<file path="config.mk">
export PLATFORM = sky130hd
export DESIGN_NAME = mc_ctrl
export DESIGN_NICKNAME = d
export VERILOG_FILES = /design/src/rtl/mc_ctrl.sv
export SDC_FILE = /design/constraint.sdc
export NUM_CORES = 1
export LEC_CHECK = 0
export CORE_UTILIZATION = 30
export DETAILED_ROUTE_END_ITERATION = 8
export GPL_ROUTABILITY_DRIVEN = 0
export GPL_TIMING_DRIVEN = 0
export PLACE_DENSITY = 0.6
export SLEW_MARGIN = 40
export SYNTH_ARGS = -nofsm -noshare
export SYNTH_HDL_FRONTEND = slang
export SYNTH_SLANG_ARGS = --single-unit
</file>
<file path="constraint.sdc">
create_clock -name clk -period 4.64 [get_ports clk]
set_input_delay 0.464 -clock clk [delete_from_list [all_inputs] [get_ports clk]]
set_output_delay 0.464 -clock clk [all_outputs]
set_load 0.02 [all_outputs]
</file>
<file path="src/rtl/mc_ctrl.sv">
// Multi-cycle RV32I control unit: sequences IF/ID/EX/MEM/WB over one handshaked memory port,
// trapping on illegal encodings and on memory requests that wait too long for mem_ready.
module mc_ctrl #(
    parameter int unsigned TIMEOUT = 15,
    parameter int unsigned TO_W    = 4
) (
    input  logic       clk,
    input  logic       rst,
    input  logic [6:0] Op,
    input  logic [6:0] Funct7,
    input  logic [2:0] Funct3,
    input  logic       Zero,
    input  logic       mem_ready,
    output logic       IRWrite,
    output logic       PCWrite,
    output logic       MemRead,
    output logic       MemWrite,
    output logic       RegWrite,
    output logic       IorD,
    output logic [5:0] EXTOp,
    output logic [4:0] ALUOp,
    output logic [2:0] NPCOp,
    output logic       ALUSrc,
    output logic [1:0] WDSel,
    output logic [2:0] DMType,
    output logic [2:0] state,
    output logic       instr_done,
    output logic [1:0] cause
);

    localparam logic [6:0] OpR      = 7'b0110011;
    localparam logic [6:0] OpImm    = 7'b0010011;
    localparam logic [6:0] OpLoad   = 7'b0000011;
    localparam logic [6:0] OpStore  = 7'b0100011;
    localparam logic [6:0] OpBranch = 7'b1100011;
    localparam logic [6:0] OpJal    = 7'b1101111;
    localparam logic [6:0] OpJalr   = 7'b1100111;
    localparam logic [6:0] OpLui    = 7'b0110111;
    localparam logic [6:0] OpAuipc  = 7'b0010111;

    localparam logic [6:0] F7Zero = 7'b0000000;
    localparam logic [6:0] F7Alt  = 7'b0100000;

    localparam logic [5:0] ExtNone  = 6'b000000;
    localparam logic [5:0] ExtShamt = 6'b100000;
    localparam logic [5:0] ExtI     = 6'b010000;
    localparam logic [5:0] ExtS     = 6'b001000;
    localparam logic [5:0] ExtB     = 6'b000100;
    localparam logic [5:0] ExtU     = 6'b000010;
    localparam logic [5:0] ExtJ     = 6'b000001;

    localparam logic [4:0] AluNop   = 5'd0;
    localparam logic [4:0] AluLui   = 5'd1;
    localparam logic [4:0] AluAuipc = 5'd2;
    localparam logic [4:0] AluAdd   = 5'd3;
    localparam logic [4:0] AluSub   = 5'd4;
    localparam logic [4:0] AluBne   = 5'd5;
    localparam logic [4:0] AluBlt   = 5'd6;
    localparam logic [4:0] AluBge   = 5'd7;
    localparam logic [4:0] AluBltu  = 5'd8;
    localparam logic [4:0] AluBgeu  = 5'd9;
    localparam logic [4:0] AluSlt   = 5'd10;
    localparam logic [4:0] AluSltu  = 5'd11;
    localparam logic [4:0] AluXor   = 5'd12;
    localparam logic [4:0] AluOr    = 5'd13;
    localparam logic [4:0] AluAnd   = 5'd14;
    localparam logic [4:0] AluSll   = 5'd15;
    localparam logic [4:0] AluSrl   = 5'd16;
    localparam logic [4:0] AluSra   = 5'd17;

    localparam logic [2:0] DmW  = 3'b000;
    localparam logic [2:0] DmH  = 3'b001;
    localparam logic [2:0] DmHu = 3'b010;
    localparam logic [2:0] DmB  = 3'b011;
    localparam logic [2:0] DmBu = 3'b100;

    localparam logic [2:0] NpcSeq    = 3'b000;
    localparam logic [2:0] NpcBranch = 3'b001;
    localparam logic [2:0] NpcJal    = 3'b010;
    localparam logic [2:0] NpcJalr   = 3'b100;

    localparam logic [1:0] CauseNone    = 2'b00;
    localparam logic [1:0] CauseIllegal = 2'b01;
    localparam logic [1:0] CauseTimeout = 2'b10;

    localparam int unsigned ToLastInt = (TIMEOUT > 0) ? TIMEOUT - 1 : 0;
    localparam logic [TO_W-1:0] ToLast = TO_W'(ToLastInt);

    typedef enum logic [2:0] {
        StIf   = 3'd0,
        StId   = 3'd1,
        StEx   = 3'd2,
        StMem  = 3'd3,
        StWb   = 3'd4,
        StTrap = 3'd5
    } state_e;

    typedef enum logic [2:0] {
        KAlu,
        KLoad,
        KStore,
        KBranch,
        KJal,
        KJalr
    } kind_e;

    state_e          state_q, state_d;
    logic [TO_W-1:0] cnt_q, cnt_d;
    logic [1:0]      cause_q, cause_d;

    logic            dec_legal;
    kind_e           dec_kind;
    logic [4:0]      dec_alu;
    logic [5:0]      dec_ext;
    logic            dec_src;
    logic [2:0]      dec_dm;
    logic            timeout_hit;

    function automatic logic [4:0] alu_of_f3(input logic [2:0] f3);
        logic [4:0] op;
        case (f3)
            3'b000:  op = AluAdd;
            3'b001:  op = AluSll;
            3'b010:  op = AluSlt;
            3'b011:  op = AluSltu;
            3'b100:  op = AluXor;
            3'b101:  op = AluSrl;
            3'b110:  op = AluOr;
            default: op = AluAnd;
        endcase
        return op;
    endfunction

    always_comb begin
        dec_legal = 1'b0;
        dec_kind  = KAlu;
        dec_alu   = AluNop;
        dec_ext   = ExtNone;
        dec_src   = 1'b0;
        dec_dm    = DmW;
        case (Op)
            OpR: begin
                dec_alu = alu_of_f3(Funct3);
                if (Funct3 == 3'b000 || Funct3 == 3'b101) begin
                    dec_legal = (Funct7 == F7Zero) || (Funct7 == F7Alt);
                    if (Funct7 == F7Alt) dec_alu = (Funct3 == 3'b000) ? AluSub : AluSra;
                end else begin
                    dec_legal = (Funct7 == F7Zero);
                end
            end
            OpImm: begin
                dec_alu = alu_of_f3(Funct3);
                dec_src = 1'b1;
                dec_ext = ExtI;
                if (Funct3 == 3'b001) begin
                    dec_ext   = ExtShamt;
                    dec_legal = (Funct7 == F7Zero);
                end else if (Funct3 == 3'b101) begin
                    dec_ext   = ExtShamt;
                    dec_legal = (Funct7 == F7Zero) || (Funct7 == F7Alt);
                    if (Funct7 == F7Alt) dec_alu = AluSra;
                end else begin
                    dec_legal = 1'b1;
                end
            end
            OpLoad: begin
                dec_kind  = KLoad;
                dec_alu   = AluAdd;
                dec_src   = 1'b1;
                dec_ext   = ExtI;
                dec_legal = 1'b1;
                case (Funct3)
                    3'b000:  dec_dm = DmB;
                    3'b001:  dec_dm = DmH;
                    3'b010:  dec_dm = DmW;
                    3'b100:  dec_dm = DmBu;
                    3'b101:  dec_dm = DmHu;
                    default: dec_legal = 1'b0;
                endcase
            end
            OpStore: begin
                dec_kind  = KStore;
                dec_alu   = AluAdd;
                dec_src   = 1'b1;
                dec_ext   = ExtS;
                dec_legal = 1'b1;
                case (Funct3)
                    3'b000:  dec_dm = DmB;
                    3'b001:  dec_dm = DmH;
                    3'b010:  dec_dm = DmW;
                    default: dec_legal = 1'b0;
                endcase
            end
            OpBranch: begin
                dec_kind  = KBranch;
                dec_ext   = ExtB;
                dec_legal = 1'b1;
                case (Funct3)
                    3'b000:  dec_alu = AluSub;
                    3'b001:  dec_alu = AluBne;
                    3'b100:  dec_alu = AluBlt;
                    3'b101:  dec_alu = AluBge;
                    3'b110:  dec_alu = AluBltu;
                    3'b111:  dec_alu = AluBgeu;
                    default: dec_legal = 1'b0;
                endcase
            end
            OpJal: begin
                dec_kind  = KJal;
                dec_ext   = ExtJ;
                dec_legal = 1'b1;
            end
            OpJalr: begin
                dec_kind  = KJalr;
                dec_alu   = AluAdd;
                dec_src   = 1'b1;
                dec_ext   = ExtI;
                dec_legal = (Funct3 == 3'b000);
            end
            OpLui: begin
                dec_alu   = AluLui;
                dec_src   = 1'b1;
                dec_ext   = ExtU;
                dec_legal = 1'b1;
            end
            OpAuipc: begin
                dec_alu   = AluAuipc;
                dec_src   = 1'b1;
                dec_ext   = ExtU;
                dec_legal = 1'b1;
            end
            default: dec_legal = 1'b0;
        endcase
    end

    // A cycle that brings the wait count up to TIMEOUT with mem_ready still low is fatal.
    assign timeout_hit = (TIMEOUT != 0) && !mem_ready && (cnt_q == ToLast);

    always_comb begin
        state_d    = state_q;
        cause_d    = cause_q;
        IRWrite    = 1'b0;
        PCWrite    = 1'b0;
        MemRead    = 1'b0;
        MemWrite   = 1'b0;
        RegWrite   = 1'b0;
        IorD       = 1'b0;
        EXTOp      = ExtNone;
        ALUOp      = AluNop;
        NPCOp      = NpcSeq;
        ALUSrc     = 1'b0;
        WDSel      = 2'b00;
        DMType     = DmW;
        instr_done = 1'b0;

        if (state_q == StEx || state_q == StMem || state_q == StWb) begin
            EXTOp  = dec_ext;
            ALUOp  = dec_alu;
            ALUSrc = dec_src;
        end

        case (state_q)
            StIf: begin
                MemRead = 1'b1;
                if (mem_ready) begin
                    IRWrite = 1'b1;
                    state_d = StId;
                end else if (timeout_hit) begin
                    state_d = StTrap;
                    cause_d = CauseTimeout;
                end
            end
            StId: begin
                if (!dec_legal) begin
                    state_d = StTrap;
                    cause_d = CauseIllegal;
                end else begin
                    state_d = StEx;
                end
            end
            StEx: begin
                case (dec_kind)
                    KBranch: begin
                        PCWrite    = 1'b1;
                        NPCOp      = Zero ? NpcBranch : NpcSeq;
                        instr_done = 1'b1;
                        state_d    = StIf;
                    end
                    KLoad, KStore: state_d = StMem;
                    default:       state_d = StWb;
                endcase
            end
            StMem: begin
                IorD     = 1'b1;
                DMType   = dec_dm;
                MemRead  = (dec_kind == KLoad);
                MemWrite = (dec_kind == KStore);
                if (mem_ready) begin
                    if (dec_kind == KStore) begin
                        PCWrite    = 1'b1;
                        instr_done = 1'b1;
                        state_d    = StIf;
                    end else begin
                        state_d = StWb;
                    end
                end else if (timeout_hit) begin
                    state_d = StTrap;
                    cause_d = CauseTimeout;
                end
            end
            StWb: begin
                RegWrite   = 1'b1;
                PCWrite    = 1'b1;
                instr_done = 1'b1;
                state_d    = StIf;
                if (dec_kind == KLoad) begin
                    WDSel  = 2'b01;
                    DMType = dec_dm;
                end else if (dec_kind == KJal || dec_kind == KJalr) begin
                    WDSel = 2'b10;
                end
                if (dec_kind == KJal) NPCOp = NpcJal;
                else if (dec_kind == KJalr) NPCOp = NpcJalr;
            end
            StTrap:  state_d = StTrap;
            default: state_d = StIf;
        endcase

        if (rst) begin
            IRWrite    = 1'b0;
            PCWrite    = 1'b0;
            MemRead    = 1'b0;
            MemWrite   = 1'b0;
            RegWrite   = 1'b0;
            instr_done = 1'b0;
        end
    end

    // The wait count only survives while parked in IF or MEM; any transition restarts it.
    always_comb begin
        cnt_d = '0;
        if ((state_q == StIf || state_q == StMem) && state_d == state_q) begin
            cnt_d = cnt_q + TO_W'(1);
        end
    end

    always_ff @(posedge clk) begin
        if (rst) begin
            state_q <= StIf;
            cnt_q   <= '0;
            cause_q <= CauseNone;
        end else begin
            state_q <= state_d;
            cnt_q   <= cnt_d;
            cause_q <= cause_d;
        end
    end

    assign state = state_q;
    assign cause = cause_q;

endmodule

</file>
* Yosys cells after proc, flatten, opt, wreduce, memory -nomap -nowiden
Cells that the tools add are included.
** Word-level totals
- Memories kept :: 0
- Register bits :: 9
- Bits in latches :: 0
- Memory bits (writable) :: 0
- Bits in read-only memories :: 0
** Cells by class
- Bitwise gates (word level) :: 1
- Equality and inequality tests :: 32
- Multipliers :: 0
- Muxes and demuxes :: 63
- Add/subtract/negate cells :: 1
- Divide/modulo/power cells :: 0
- Reductions and logical operators :: 25
- Order comparisons :: 0
- Shift operators :: 0
** Operators with widths (count)
- 6-bit one-hot mux with 6 select lines :: 1
- 5-bit two-way mux :: 7
- 5-bit one-hot mux with 7 select lines :: 1
- 3-bit one-hot mux with 5 select lines :: 2
- 5-bit one-hot mux with 6 select lines :: 1
- 7-bit by 6-bit == test with 1-bit output, second input constant :: 4
- 3-bit == test, second input constant :: 8
- 3-bit two-way mux :: 8
- 3-bit one-hot mux with 2 select lines :: 4
- 4-bit one-hot mux with 6 select lines :: 1
- 1-bit two-way mux :: 23
- 7-bit == test, second input constant :: 3
- 3-bit by 2-bit == test with 1-bit output, second input constant :: 6
- 6-bit two-way mux :: 3
- 7-bit by 5-bit == test with 1-bit output, second input constant :: 2
- 2-bit two-way mux :: 6
- 3-bit one-hot mux with 4 select lines :: 1
- 6-bit OR reduction :: 2
- 2-bit OR reduction :: 5
- 3-bit by 1-bit == test with 1-bit output, second input constant :: 3
- 3-bit OR reduction :: 3
- 2-bit one-hot mux with 2 select lines :: 2
- 7-bit by 2-bit == test with 1-bit output, second input constant :: 1
- 7-bit logical NOT :: 1
- other kinds (16) :: 24

* Depth between registers and ports, before layout
- Word-level depth :: 11
- Mapped depth :: 8

* Worst setup path after synthesis
OpenSTA, ideal clock, no wires.
- Path kind :: in2out
- Start :: input port Op[6]
- End :: output port ALUOp[2]
- Stages :: 6
- Slack :: 2055 ps
- Data required time :: 4176 ps
- Arrival :: 2121 ps
- Cell sequence :: buf_2 > nand2b_1 > or3_1 > clkbuf_1 > a221o_1 > a221oi_1
** Between the ends
- Word-level cells in the longest chain between the ends :: 4
- Elaborated cells on any way between the ends :: 11
- Classes of those cells :: 8 x eq/ne; 2 x mux; 1 x reduce/logical
** Ends and longest elaborated chain
- from (decl) :: RTL line 9 : input logic [6:0] Op,
- 7-bit by 6-bit == test with 1-bit output (tied with other cells) :: RTL line 141 : case (Op)
- 3-bit OR reduction (no source line)
- 5-bit one-hot mux with 6 select lines (*) :: RTL line 141
- 5-bit two-way mux (*) :: RTL line 256 : if (state_q == StEx || state_q == StMem || state_q == StWb) begin
- to (decl) :: RTL line 21 : output logic [4:0] ALUOp,
Mark *: on every way between the ends. The rest lies on a longest branch, timed or not.

* Worst setup path after layout
- Start :: input port Op[5]
- End :: output port ALUOp[2]
The elaborated chain is that of the path after synthesis.

==> impl_metrics.toml <==
[run_status]
run_status = "finished clean"

[sta]
final.min_clock_period_ns = 3.497
report.final.hold_viol_count = 0
grt_setup_unrepaired = "no"
worstMarginPinSlew_ns = 0.5755
finalWorstSetupSlack_ns = 1.143
timing.final.max_slew_violations = 0
worst_slew_margin_rel = 0.6163
setup_viol = 0
fin_worst_skew_ns = 0.003222
max_freq_ghz = 0.2859
final.period_utilization = 0.7538
tns_ns = 0

[layout]
final_core_utilization = 0.4737
most_used_cells_in_the_layout_excluding_fill_and_tap_cells = "sky130_fd_sc_hd__clkdlybuf4s50_1 (48), sky130_fd_sc_hd__nor2_1 (26), sky130_fd_sc_hd__nand2_1 (14), sky130_fd_sc_hd__nor3_1 (13), sky130_fd_sc_hd__a21oi_1 (11)"
layout_commonest_cell = "sky130_fd_sc_hd__clkdlybuf4s50_1"
layout.cells.non_filler = 271
share_of_final_layout_standard_cells_stronger_than_drive_strength_1 = 0.06726
num-nets-final = 247
layout-area-overhead-vs-synth_pct = 50.98
n_antenna_cell = 0
post_route_design_area_um2 = 1734

[worst_setup_path]
reg2reg_to = "cnt_q[3]"
element_type_at_the_critical_path_end = "output port"
cp_max_fo = 10
worst_reg2reg_path_depth = 7
crit_required_ns = 4.18
setup.worst_path.class = "in2out"
worstSetupStartpointType = "primary input"
r2r_setup_slack_ns = 2.70
timing.rr.start = "cnt_q[0]"
arrival_ns = 3.03

[drt]
routed-via-count = 1424
drt-vias-per-instance = 5.255
finalWirelength_um = 3545
antenna_left = 0
detailed_route_wire_length_per_cell_um = 13.08
drc = 0
drt_first_pass_iters = 4
drtIter0Drc = 61

[power]
power.density_nw_per_um2 = 178.3
worst_ir_drop_vdd_v = 0.0001033
standby_leakage_power_nw = 0.6083
clock_power_share = 0.298
power.internal_mw = 0.1996
comb_power_share = 0.410
switchingPower_mw = 0.1096
power.sequential.fraction = 0.292
switching_share = 0.3545

[hold_path]
worst_hold_path.endpoint = "cnt_q[0]"
worst_hold_path_class = "reg2reg"
worstHoldPathCells = 1
min-delay-start = "cnt_q[0]"

[clocking]
buffer_levels_on_the_longest_clock_path = 2
insertion_delay_ns = 0.24
clock_sink_count = 9
path_clk_slew_ns = 0.04
cts_tree = "yes"
clock_tree.htree_level_count = 1
post_cts_buffers = 0
cts_made_buffers = 3
cts-root-buf = "sky130_fd_sc_hd__clkbuf_8"
cts.hold.buffers_added = 0
cts_resized = 0

[placed_design]
place.detailed.instances = 267
dpl_cell_area_um2 = 1689
hpwl_dp_um = 2716
preCtsSetupSlack_ns = 1.135
port_buffers = 48

[yosys]
asyncSetResetFlopFracSynth = 0
synth.ff_latch_count = 9
mean_syn_cell_area_um2 = 6.717
synth-edff-count = 0
synthesis.instances = 171
predominant_post_synthesis_flop_cell = "sky130_fd_sc_hd__dfxtp_1"
synth_warnings = 0
post_synthesis_sequential_area_ratio = 0.1569
mappedNetlistNets = 194
yosysUniqueCellTypes = 52
post_synth_instance_area_um2 = 1149

[global_routing]
grt_max_degree = 11
first_global_vias = 1206
grt_first_pass_wirelength_um = 5692
grt_util_all_layers = 0.1763
grt_overflow_total = 0
grt_antenna_before_repair = 0

[job]
maxCapViolCount = 0

[floorplan]
core_region_area_um2 = 3661
design.die.area_um2 = 4080
die_width_um = 63.88
ios = 53
rows = 22
floorplan.initialDensity = 0.3137
dieHeight_um = 63.88
==> flip-flops by register name (all words and copies together) (netlist names) <==
register,cells
cause,2
cnt_q,4
state,3
==> how the worst max path moves through the flow <==
stage | from | end | slack (ns) | cells after the start
3_5_place_dp | Op[5] | ALUOp[2] | 1.13 | 6
6_report | Op[5] | ALUOp[2] | 1.14 | 6
3_3_place_gp | Op[5] | ALUOp[2] | 1.14 | 6
4_1_cts | Op[5] | ALUOp[2] | 1.13 | 6
2_1_floorplan | Op[6] | ALUOp[2] | 2.06 | 6
5_1_grt | Op[5] | ALUOp[2] | 0.99 | 6
==> per-layer routing <==
layer  track usage  vias to the layer above  share of wire
li1              -                      735              -
met1        0.2620                      634           0.51
met2        0.2473                       51           0.42
met3       0.04464                        4          0.063
met4       0.04261                        0         0.0096
met5             0                        -              0
==> critical path, stage by stage <==
cell and delay [ns]:
sky130_fd_sc_hd__clkdlybuf4s50_1 0.58, sky130_fd_sc_hd__clkbuf_1 0.41, sky130_fd_sc_hd__nand4_1 0.23, sky130_fd_sc_hd__a221o_1 0.39, sky130_fd_sc_hd__a221oi_1 0.30, sky130_fd_sc_hd__clkdlybuf4s50_1 0.65
==> cell families after synthesis <==
logic type / synth area share
AOI/OAI and AO/OA: 0.3170
xor gates and xnor gates: 0.03051
adders and majority gates: 0.02178
buffers and inverters: 0.08606
DFF: 0.1569
and+or+nand+nor: 0.3878
==> layout make-up <==
cell class / count / area [um^2]
clock buffer: 4 / 45.04
multi-input combinational: 140 / 869.6
buffer: 13 / 65.06
tap: 48 / 60.06
timing repair buffer: 48 / 480.5
fill: 392 / 1927
sequential: 9 / 180.2
inverter: 9 / 33.78
==> metrics by stage <==
step,power [mW],hold slack [ns]
6_report,0.3092,0.4573
5_1_grt,0.3298,0.4864
4_1_cts,0.3115,0.4624
3_5_place_dp,0.2173,0.4508
3_3_place_gp,0.2178,0.4489
2_1_floorplan,0.1668,0.4297
==> synthesized netlist by cell type (all sizes together) (2+ instances only) <==
| master | count | area share |
|---|---|---|
| nand2b | 2 | 0.011 |
| a32o | 3 | 0.026 |
| nor3 | 13 | 0.057 |
| o21ai | 8 | 0.035 |
| nor4 | 3 | 0.016 |
| o21a | 2 | 0.013 |
| nor2 | 26 | 0.085 |
| a31oi | 2 | 0.011 |
| xor2 | 3 | 0.023 |
| a211o | 3 | 0.023 |
| inv | 8 | 0.026 |
| and3 | 3 | 0.021 |
| dfxtp | 9 | 0.16 |
| nand3b | 4 | 0.048 |
| ha | 2 | 0.022 |
| a21oi | 11 | 0.048 |
| and2 | 4 | 0.022 |
| buf | 6 | 0.034 |
| nand3 | 4 | 0.017 |
| clkbuf | 7 | 0.023 |
| o22ai | 4 | 0.022 |
| or4 | 2 | 0.016 |
| o22a | 2 | 0.015 |
| or3 | 3 | 0.016 |
| o31a | 2 | 0.015 |
| nand2 | 14 | 0.046 |
==> power by group through the flow <==
stage | sequential, mW | combinational, mW | clock [mW]
after CTS | 0.0903 | 0.126 | 0.0948
after global placement | 0.0917 | 0.126 | 0
final | 0.0904 | 0.127 | 0.0921
after floorplan | 0.0963 | 0.0705 | 0
after global routing | 0.0915 | 0.139 | 0.0993
after detailed placement | 0.0916 | 0.126 | 0
No activity file was read; power rests on OpenSTA's default activity.
